`src/rtl/dcache_dm.sv`:
```
// dcache_dm: direct-mapped, write-through, no-write-allocate data cache.
//
// Ports
//   clk, rst           clock; asynchronous active-high reset
//   Req_i/WE_i/Addr_i/WData_i/ByteEn_i   core request (load or store)
//   Flush_i            single-cycle pulse invalidating every line
//   RData_o            load data, meaningful when Req_i & ~WE_i & ~Stall_o
//   Stall_o            core must hold its request this cycle
//   MemReq_o/MemWE_o/MemAddr_o/MemWData_o/MemByteEn_o  backing-memory beat
//   MemAck_i/MemRData_i  beat completion and refill data
//   HitCount_o/MissCount_o  load hit/miss counters (wrap modulo 2^32)
//
// Handshake: a core request completes on the rising edge where
// Req_i=1 and Stall_o=0; while Stall_o=1 the core holds every request
// field stable. A memory beat completes on the rising edge where
// MemReq_o=1 and MemAck_i=1; MemAck_i is ignored while MemReq_o=0, and
// MemReq_o stays high across consecutive refill beats.
module dcache_dm #(
    parameter int DATA_WIDTH     = 32,
    parameter int ADDR_WIDTH     = 32,
    parameter int NUM_SETS       = 16,
    parameter int WORDS_PER_LINE = 4
) (
    input  logic                    clk,
    input  logic                    rst,
    input  logic                    Req_i,
    input  logic                    WE_i,
    input  logic [ADDR_WIDTH-1:0]   Addr_i,
    input  logic [DATA_WIDTH-1:0]   WData_i,
    input  logic [DATA_WIDTH/8-1:0] ByteEn_i,
    input  logic                    Flush_i,
    output logic [DATA_WIDTH-1:0]   RData_o,
    output logic                    Stall_o,
    output logic                    MemReq_o,
    output logic                    MemWE_o,
    output logic [ADDR_WIDTH-1:0]   MemAddr_o,
    output logic [DATA_WIDTH-1:0]   MemWData_o,
    output logic [DATA_WIDTH/8-1:0] MemByteEn_o,
    input  logic                    MemAck_i,
    input  logic [DATA_WIDTH-1:0]   MemRData_i,
    output logic [31:0]             HitCount_o,
    output logic [31:0]             MissCount_o
);

    localparam int BE_W   = DATA_WIDTH / 8;
    localparam int BEAT_W = $clog2(WORDS_PER_LINE);
    localparam int IDX_W  = $clog2(NUM_SETS);
    localparam int OFF    = BEAT_W + 2;
    localparam int TAG_W  = ADDR_WIDTH - OFF - IDX_W;
    localparam logic [BEAT_W-1:0] LAST_BEAT = BEAT_W'(WORDS_PER_LINE - 1);

    typedef enum logic [1:0] {IDLE, REFILL, WRITE} state_t;

    state_t state, state_nxt;

    logic [NUM_SETS-1:0]   valid;
    logic [TAG_W-1:0]      tag_mem  [NUM_SETS];
    logic [DATA_WIDTH-1:0] data_mem [NUM_SETS*WORDS_PER_LINE];

    logic                       flush_pending;
    logic [BEAT_W-1:0]          beat;
    logic [ADDR_WIDTH-OFF-1:0]  line_num;   // line being refilled
    logic [ADDR_WIDTH-3:0]      wr_waddr;   // word address of the pending store
    logic [DATA_WIDTH-1:0]      wr_data;
    logic [BE_W-1:0]            wr_be;
    logic [31:0]                hit_cnt;
    logic [31:0]                miss_cnt;

    // Byte-offset bits of the core address carry no information.
    logic unused_addr_bits;
    assign unused_addr_bits = ^Addr_i[1:0];

    // Core request decode.
    logic [IDX_W-1:0]  req_idx;
    logic [TAG_W-1:0]  req_tag;
    logic [BEAT_W-1:0] req_word;
    logic              req_hit;
    assign req_idx  = Addr_i[OFF+IDX_W-1:OFF];
    assign req_tag  = Addr_i[ADDR_WIDTH-1:OFF+IDX_W];
    assign req_word = Addr_i[OFF-1:2];
    assign req_hit  = valid[req_idx] && (tag_mem[req_idx] == req_tag);

    // Refill line decode.
    logic [IDX_W-1:0] ref_idx;
    logic [TAG_W-1:0] ref_tag;
    assign ref_idx = line_num[IDX_W-1:0];
    assign ref_tag = line_num[ADDR_WIDTH-OFF-1:IDX_W];

    // Pending store decode; the hit is re-evaluated in the ack cycle so a
    // flush that happened meanwhile suppresses the cache update.
    logic [IDX_W-1:0]  wr_idx;
    logic [TAG_W-1:0]  wr_tag;
    logic [BEAT_W-1:0] wr_word;
    logic              wr_hit;
    assign wr_word = wr_waddr[BEAT_W-1:0];
    assign wr_idx  = wr_waddr[BEAT_W+IDX_W-1:BEAT_W];
    assign wr_tag  = wr_waddr[ADDR_WIDTH-3:BEAT_W+IDX_W];
    assign wr_hit  = valid[wr_idx] && (tag_mem[wr_idx] == wr_tag);

    assign RData_o     = data_mem[{req_idx, req_word}];
    assign HitCount_o  = hit_cnt;
    assign MissCount_o = miss_cnt;

    logic last_ack;
    assign last_ack = MemAck_i && (beat == LAST_BEAT);

    // Next state and outputs.
    always_comb begin
        state_nxt   = state;
        Stall_o     = 1'b0;
        MemReq_o    = 1'b0;
        MemWE_o     = 1'b0;
        MemAddr_o   = '0;
        MemWData_o  = '0;
        MemByteEn_o = '0;
        case (state)
            IDLE: begin
                if (Req_i) begin
                    if (WE_i) begin
                        Stall_o   = 1'b1;
                        state_nxt = WRITE;
                    end else if (!req_hit) begin
                        Stall_o   = 1'b1;
                        state_nxt = REFILL;
                    end
                end
            end
            REFILL: begin
                Stall_o   = 1'b1;
                MemReq_o  = 1'b1;
                MemAddr_o = {line_num, beat, 2'b00};
                if (last_ack) state_nxt = IDLE;
            end
            WRITE: begin
                Stall_o     = ~MemAck_i;
                MemReq_o    = 1'b1;
                MemWE_o     = 1'b1;
                MemAddr_o   = {wr_waddr, 2'b00};
                MemWData_o  = wr_data;
                MemByteEn_o = wr_be;
                if (MemAck_i) state_nxt = IDLE;
            end
            default: state_nxt = IDLE;
        endcase
    end

    // Control state, valid bits and counters.
    always_ff @(posedge clk or posedge rst) begin
        if (rst) begin
            state         <= IDLE;
            valid         <= '0;
            flush_pending <= 1'b0;
            beat          <= '0;
            line_num      <= '0;
            wr_waddr      <= '0;
            wr_data       <= '0;
            wr_be         <= '0;
            hit_cnt       <= '0;
            miss_cnt      <= '0;
        end else begin
            state <= state_nxt;
            case (state)
                IDLE: begin
                    if (Req_i && !WE_i && req_hit) hit_cnt <= hit_cnt + 32'd1;
                    if (Req_i && !WE_i && !req_hit) begin
                        miss_cnt         <= miss_cnt + 32'd1;
                        valid[req_idx]   <= 1'b0;
                        beat             <= '0;
                        line_num         <= Addr_i[ADDR_WIDTH-1:OFF];
                    end
                    if (Req_i && WE_i) begin
                        wr_waddr <= Addr_i[ADDR_WIDTH-1:2];
                        wr_data  <= WData_i;
                        wr_be    <= ByteEn_i;
                    end
                    // The request above was decoded against the pre-flush
                    // valid bits; this whole-vector clear overrides them.
                    if (Flush_i) valid <= '0;
                end
                REFILL: begin
                    if (MemAck_i) beat <= beat + 1'b1;
                    if (last_ack) begin
                        if (flush_pending || Flush_i) valid <= '0;
                        else                          valid[ref_idx] <= 1'b1;
                        flush_pending <= 1'b0;
                    end else if (Flush_i) begin
                        flush_pending <= 1'b1;
                    end
                end
                WRITE: begin
                    if (MemAck_i) begin
                        if (flush_pending || Flush_i) valid <= '0;
                        flush_pending <= 1'b0;
                    end else if (Flush_i) begin
                        flush_pending <= 1'b1;
                    end
                end
                default: ;
            endcase
        end
    end

    // Tag and data arrays; guarded by state, which reset forces to IDLE.
    always_ff @(posedge clk) begin
        if (state == REFILL && MemAck_i) begin
            data_mem[{ref_idx, beat}] <= MemRData_i;
            if (beat == LAST_BEAT) tag_mem[ref_idx] <= ref_tag;
        end
        if (state == WRITE && MemAck_i && wr_hit) begin
            for (int b = 0; b < BE_W; b++) begin
                if (wr_be[b]) data_mem[{wr_idx, wr_word}][8*b +: 8] <= wr_data[8*b +: 8];
            end
        end
    end

endmodule

```
`config.mk`:
```
export PLATFORM = sky130hd
export DESIGN_NAME = dcache_dm
export DESIGN_NICKNAME = d
export VERILOG_FILES = /design/src/rtl/dcache_dm.sv
export SDC_FILE = /design/constraint.sdc
export NUM_CORES = 2
export LEC_CHECK = 0
export ABC_AREA = 1
export BUFFER_PORTS_ARGS = -buffer_cell sky130_fd_sc_hd__clkbuf_2
export CAP_MARGIN = 10
export CELL_PAD_IN_SITES_DETAIL_PLACEMENT = 1
export CELL_PAD_IN_SITES_GLOBAL_PLACEMENT = 1
export CORE_ASPECT_RATIO = 1.1
export CORE_UTILIZATION = 51
export DETAILED_ROUTE_END_ITERATION = 12
export PLACE_DENSITY_LB_ADDON = 0.1
export SYNTH_ARGS = -nofsm -noshare
export SYNTH_HDL_FRONTEND = slang
export SYNTH_SLANG_ARGS = --single-unit
export TNS_END_PERCENT = 1
```
`constraint.sdc`:
```
create_clock -name clk -period 7.4 [get_ports clk]
set_input_delay 0.37 -clock clk [delete_from_list [all_inputs] [get_ports clk]]
set_output_delay 0.37 -clock clk [all_outputs]
set_load 0.02 [all_outputs]
```
==> results by group <==
GRT
  • Remaining global-route overflow: 0
  • Number of global-route vias before repair: 83315
  • Largest net degree at the start of global routing: 218
  • First-pass GRT wire length: 568000 microns
  • Number of antenna violations at the first check in global routing: 16
  • All-layer global routing usage: 36.2%

Synthesis
  • Xor and xnor fraction of the mapped netlist area: 0.480%
  • Post-synthesis compound-gate area fraction: 12.2%
  • Register area share after synthesis: 70.8%
  • Post-synth top flop: edfxtp_1
  • Post-synthesis sequential element count: 2611
  • Count of yosys warnings during synthesis: 0
  • Multiplexer share of the synthesized area: 0.0514%
  • Count of different cell masters after synthesis: 45
  • Area share of and/or/nand/nor cells after synthesis: 12.3%
  • Async SR Flop Fraction: 6.86%
  • Synthesized area per cell: 11.6 sq um
  • Main combinational cell family by area after synthesis: simple AND/OR/NAND/NOR gates
  • Arithmetic-cell share of the synthesized area counting full adders, half adders and majority gates: 0.0800%
  • Total standard cell area after synthesis: 0.109 sq mm
  • Number of enable flip-flop cells after synthesis: 2432
  • Post-synthesis instance total: 9462

Worst setup path
  • Count of buffering cells on the critical path with inverters included: 2
  • Reg2reg path depth: 20
  • R2R setup slack: 0.70 ns
  • Origin of the critical flop-to-flop path: wr_waddr[3]
  • Ordered list of cells on the worst path: inv_4 -> buf_12 -> nand3_1 -> nand3_1 -> nand3_1 -> nand3_1 -> nand2_1 -> nor2_1 -> nand2_1 -> nor2_1 -> nand2_1 -> nor2_4 -> o21ai_2 -> nand2_1 -> nand2_1 -> nand2_1 -> nand2_1 -> nor2_4 -> nand2_1 -> nor2_1
  • Setup crit start kind: flop
  • Worst path most repeated cell: nand2_1
  • Worst Setup Path Type: reg -> reg
  • Max Fanout on Critical Path: 59
  • Cell family with most CP delay: simple AND/OR/NAND/NOR gates
  • Arrival @ worst endpoint: 7.26 ns
  • Terminus of the critical flop-to-flop path: data_mem[5][8]
  • Crit path largest cell delay: 0.99 ns
  • Data required time at the worst endpoint: 7.96 ns
  • Kind of end point of the critical path: flop
  • Slowest CP cell: nor2_1

Clock network
  • CTS sink count: 2611
  • Worst-skew pair later-pin latency: 0.97 ns
  • Clock root cell: clkbuf_16
  • Reg clk slew, reported paths: 0.06 ns
  • # H-tree levels: 5
  • CTS tree: built
  • Post-CTS setup-driven buffer insertion count: 0
  • Cts bufs inserted: 289
  • Buffer levels on the longest clock path: 4

Route
  • Post-route DRC: 0
  • Routed WL: 397000 microns
  • Routed wire per std cell: 31.2 microns
  • DR vias: 81294
  • Number of antenna-violating nets in the routed design: 0
  • Detailed Route Iter0 Violations: 9477
  • Pre-antenna DRT Iters: 6
  • Via density per instance: 6.40

Place
  • Port Buf Inserts: 268
  • GP Congestion: 0.916
  • Placement Cell Area: 0.115 sq mm
  • HPWL after detailed placement: 242000 microns
  • Total instance count after detailed placement: 12125

Finish
  • Final standard cell count with taps included and fillers excluded: 12704
  • Fill cell count: 21513
  • Combined area of the multi-input logic cells: 0.0281 sq mm
  • Cell area after layout: 0.124 sq mm
  • Synthesis-to-layout area growth: 13.4%
  • Final nets: 9829
  • Seq. cell area: 0.0775 sq mm
  • Ratio of cells with drive above 1 in the final layout: 10.1%

STA
  • Max-slew violation total from the final report: 0
  • Worst Hold Margin: 0.0752 ns
  • Transition time of the tightest slew-check pin: 1.39 ns
  • Clock skew: 0.0566 ns
  • Post-Route Setup TNS: 0 ns
  • Number of setup violations in the final report: 0
  • Final count of hold timing violations: 0
  • Unrepaired setup endpoints after global routing: no
  • Relative slew slack: 7.03%
  • Shortest clock period the worst path allows after layout: 6.70 ns
  • Post-route clock period utilization: 90.5%
  • FMAX: 0.149 GHz

Flow run
  • Max Cap Violations: 0

Power
  • Switching power share of the total: 30.2%
  • Clock network power share: 36.6%
  • Design internal power: 26.4 mW
  • Combinational share of power: 17.2%
  • Sequential fraction of design power: 46.1%
  • Switching power: 11.4 mW
  • Leakage power: 43.7 nW
  • Pwr/cell area: 305 mW/mm^2
  • Maximum VDD drop: 0.386 mV

Die
  • IO Count: 273
  • DIE WIDTH: 444 microns
  • Overall die height: 488 microns
  • Initial Util: 51.5%
  • Total core area: 0.212 sq mm
  • Placement row count: 177
  • Die outline area: 0.216 sq mm

Outcome
  • Status: complete, no violations

Worst hold path
  • Min-Delay Path Depth: 3
  • Hold WC Path Type: in -> reg
  • Worst Min Path Start: MemRData_i[25]
  • Terminating pin of the worst hold path: data_mem[0][25]
[worst register-to-register path: stages, from the launching register on]
cell	delay, ns
dfrtp_4	0.50
inv_4	0.59
buf_12	0.35
nand3_1	0.17
nand3_1	0.10
nand3_1	0.19
nand3_1	0.31
nand2_1	0.09
nor2_1	0.09
nand2_1	0.06
nor2_1	0.11
nand2_1	0.15
nor2_4	0.36
o21ai_2	0.16
nand2_1	0.57
nand2_1	0.11
nand2_1	0.27
nand2_1	0.21
nor2_4	0.28
nand2_1	0.65
nor2_1	0.99
[kinds of logic (layout without fill, tap and decap cells)]
family	Yosys count	count (layout)
muxes	5	5
xor gates and xnor gates	60	60
adders and majority gates	7	7
AOI/OAI and AO/OA	2301	2301
DFF	2611	2611
other	1	19
buffers and inverters	1158	1608
and+or+nand+nor	3319	3319
[cell usage in the layout, fill, tap and decap left out, drive strengths merged, types with 3 or more instances in the layout]
cell and count:
edfxtp 2432, nor2 1565, o21ai 1267, nand2 1175
o22ai 662, clkbuf 642, inv 542, nand3 423
buf 238, dfrtp 179, a21oi 96, clkinv 96
a22o 91, nand4 74, dlygate4sd3 73, a221oi 54
xor2 48, a22oi 46, nor3 40, o221ai 26
nor4 23, diode 17, o211ai 17, bufinv 17
o32ai 16, nand3b 13, xnor2 12, o2111ai 11
ha 7, mux2 5, a41oi 5, and2 3
o22a 3, a32o 3
[flip-flops by register name, indices dropped and copies added (netlist names)]
signal,cells
data_mem,2048
HitCount_o,32
wr_waddr,30
tag_mem,384
wr_be,4
line_num,28
wr_data,32
flush_pending,1
beat,2
state,2
valid,16
MissCount_o,32
[worst max-delay path by stage]
stage	depth (start not counted)	to	slack, ns	start
finish	20	data_mem[5][8]	0.70	wr_waddr[3]
global route	20	data_mem[20][12]	0.66	wr_waddr[3]
CTS	20	data_mem[5][9]	1.01	wr_waddr[3]
detailed placement	20	data_mem[5][8]	1.04	wr_waddr[3]
global placement	20	data_mem[4][13]	1.08	wr_waddr[3]
floorplan	18	data_mem[0][0]	1.80	wr_waddr[3]
[cell type report]
cell class | instances | area share [%]
Sequential cell | 2611 | 62.4
Multi-Input combinational cell | 5694 | 22.6
Clock buffer | 376 | 6.33
Timing Repair Buffer | 577 | 3.35
Tap cell | 2774 | 2.80
Inverter | 543 | 1.68
Clock inverter | 112 | 0.771
Antenna cell | 17 | 0.0343
[synthesized netlist by cell type, types with 54 or more instances]
library cell  number  area, sq um
a22o_1            91          797
o22ai_1          662         4140
inv_1            531         1990
edfxtp_1        2432        73000
clkbuf_1         478         1790
dfrtp_1          179         4480
a21oi_1           92          460
a221oi_1          54          473
buf_2             95          475
nor2_1          1548         5810
nand3_1          423         2120
nand2_1         1175         4410
o21ai_0         1233         6170
nand4_1           74          463
[power groups by stage]
stage	combinational [mW]	clock, mW	sequential (mW)
2_1_floorplan	3.67	0	17.5
3_3_place_gp	6.05	0	17.7
3_5_place_dp	6.26	0	17.7
4_1_cts	6.34	14.0	17.4
5_1_grt	6.83	14.4	17.5
6_report	6.51	13.8	17.4
[repair_timing]
action                                 in CTS  in global routing
resized for setup                           0                  0
endpoints found under the hold margin     201                  0
setup endpoints to repair                   0                  0
hold buffers                               73                  0
[through the flow]
stage	total power, mW	setup WS (ns)	utilization (%)
after CTS	37.7	1.01	58.4
after detailed placement	24.0	1.04	53.9
after floorplan	21.2	1.80	-
after global placement	23.7	1.08	53.9
after global routing	38.8	0.655	58.4
final	37.8	0.702	58.5
[layer usage]
metal	wire (microns)	GRT usage, %	up-vias
li1	-	-	34611
met4	28900	23.6	10
met3	35400	6.97	1118
met5	105	0.179	-
met1	146000	44.9	41490
met2	187000	58.2	4065
Note: power is estimated with default switching activity, not from simulation.
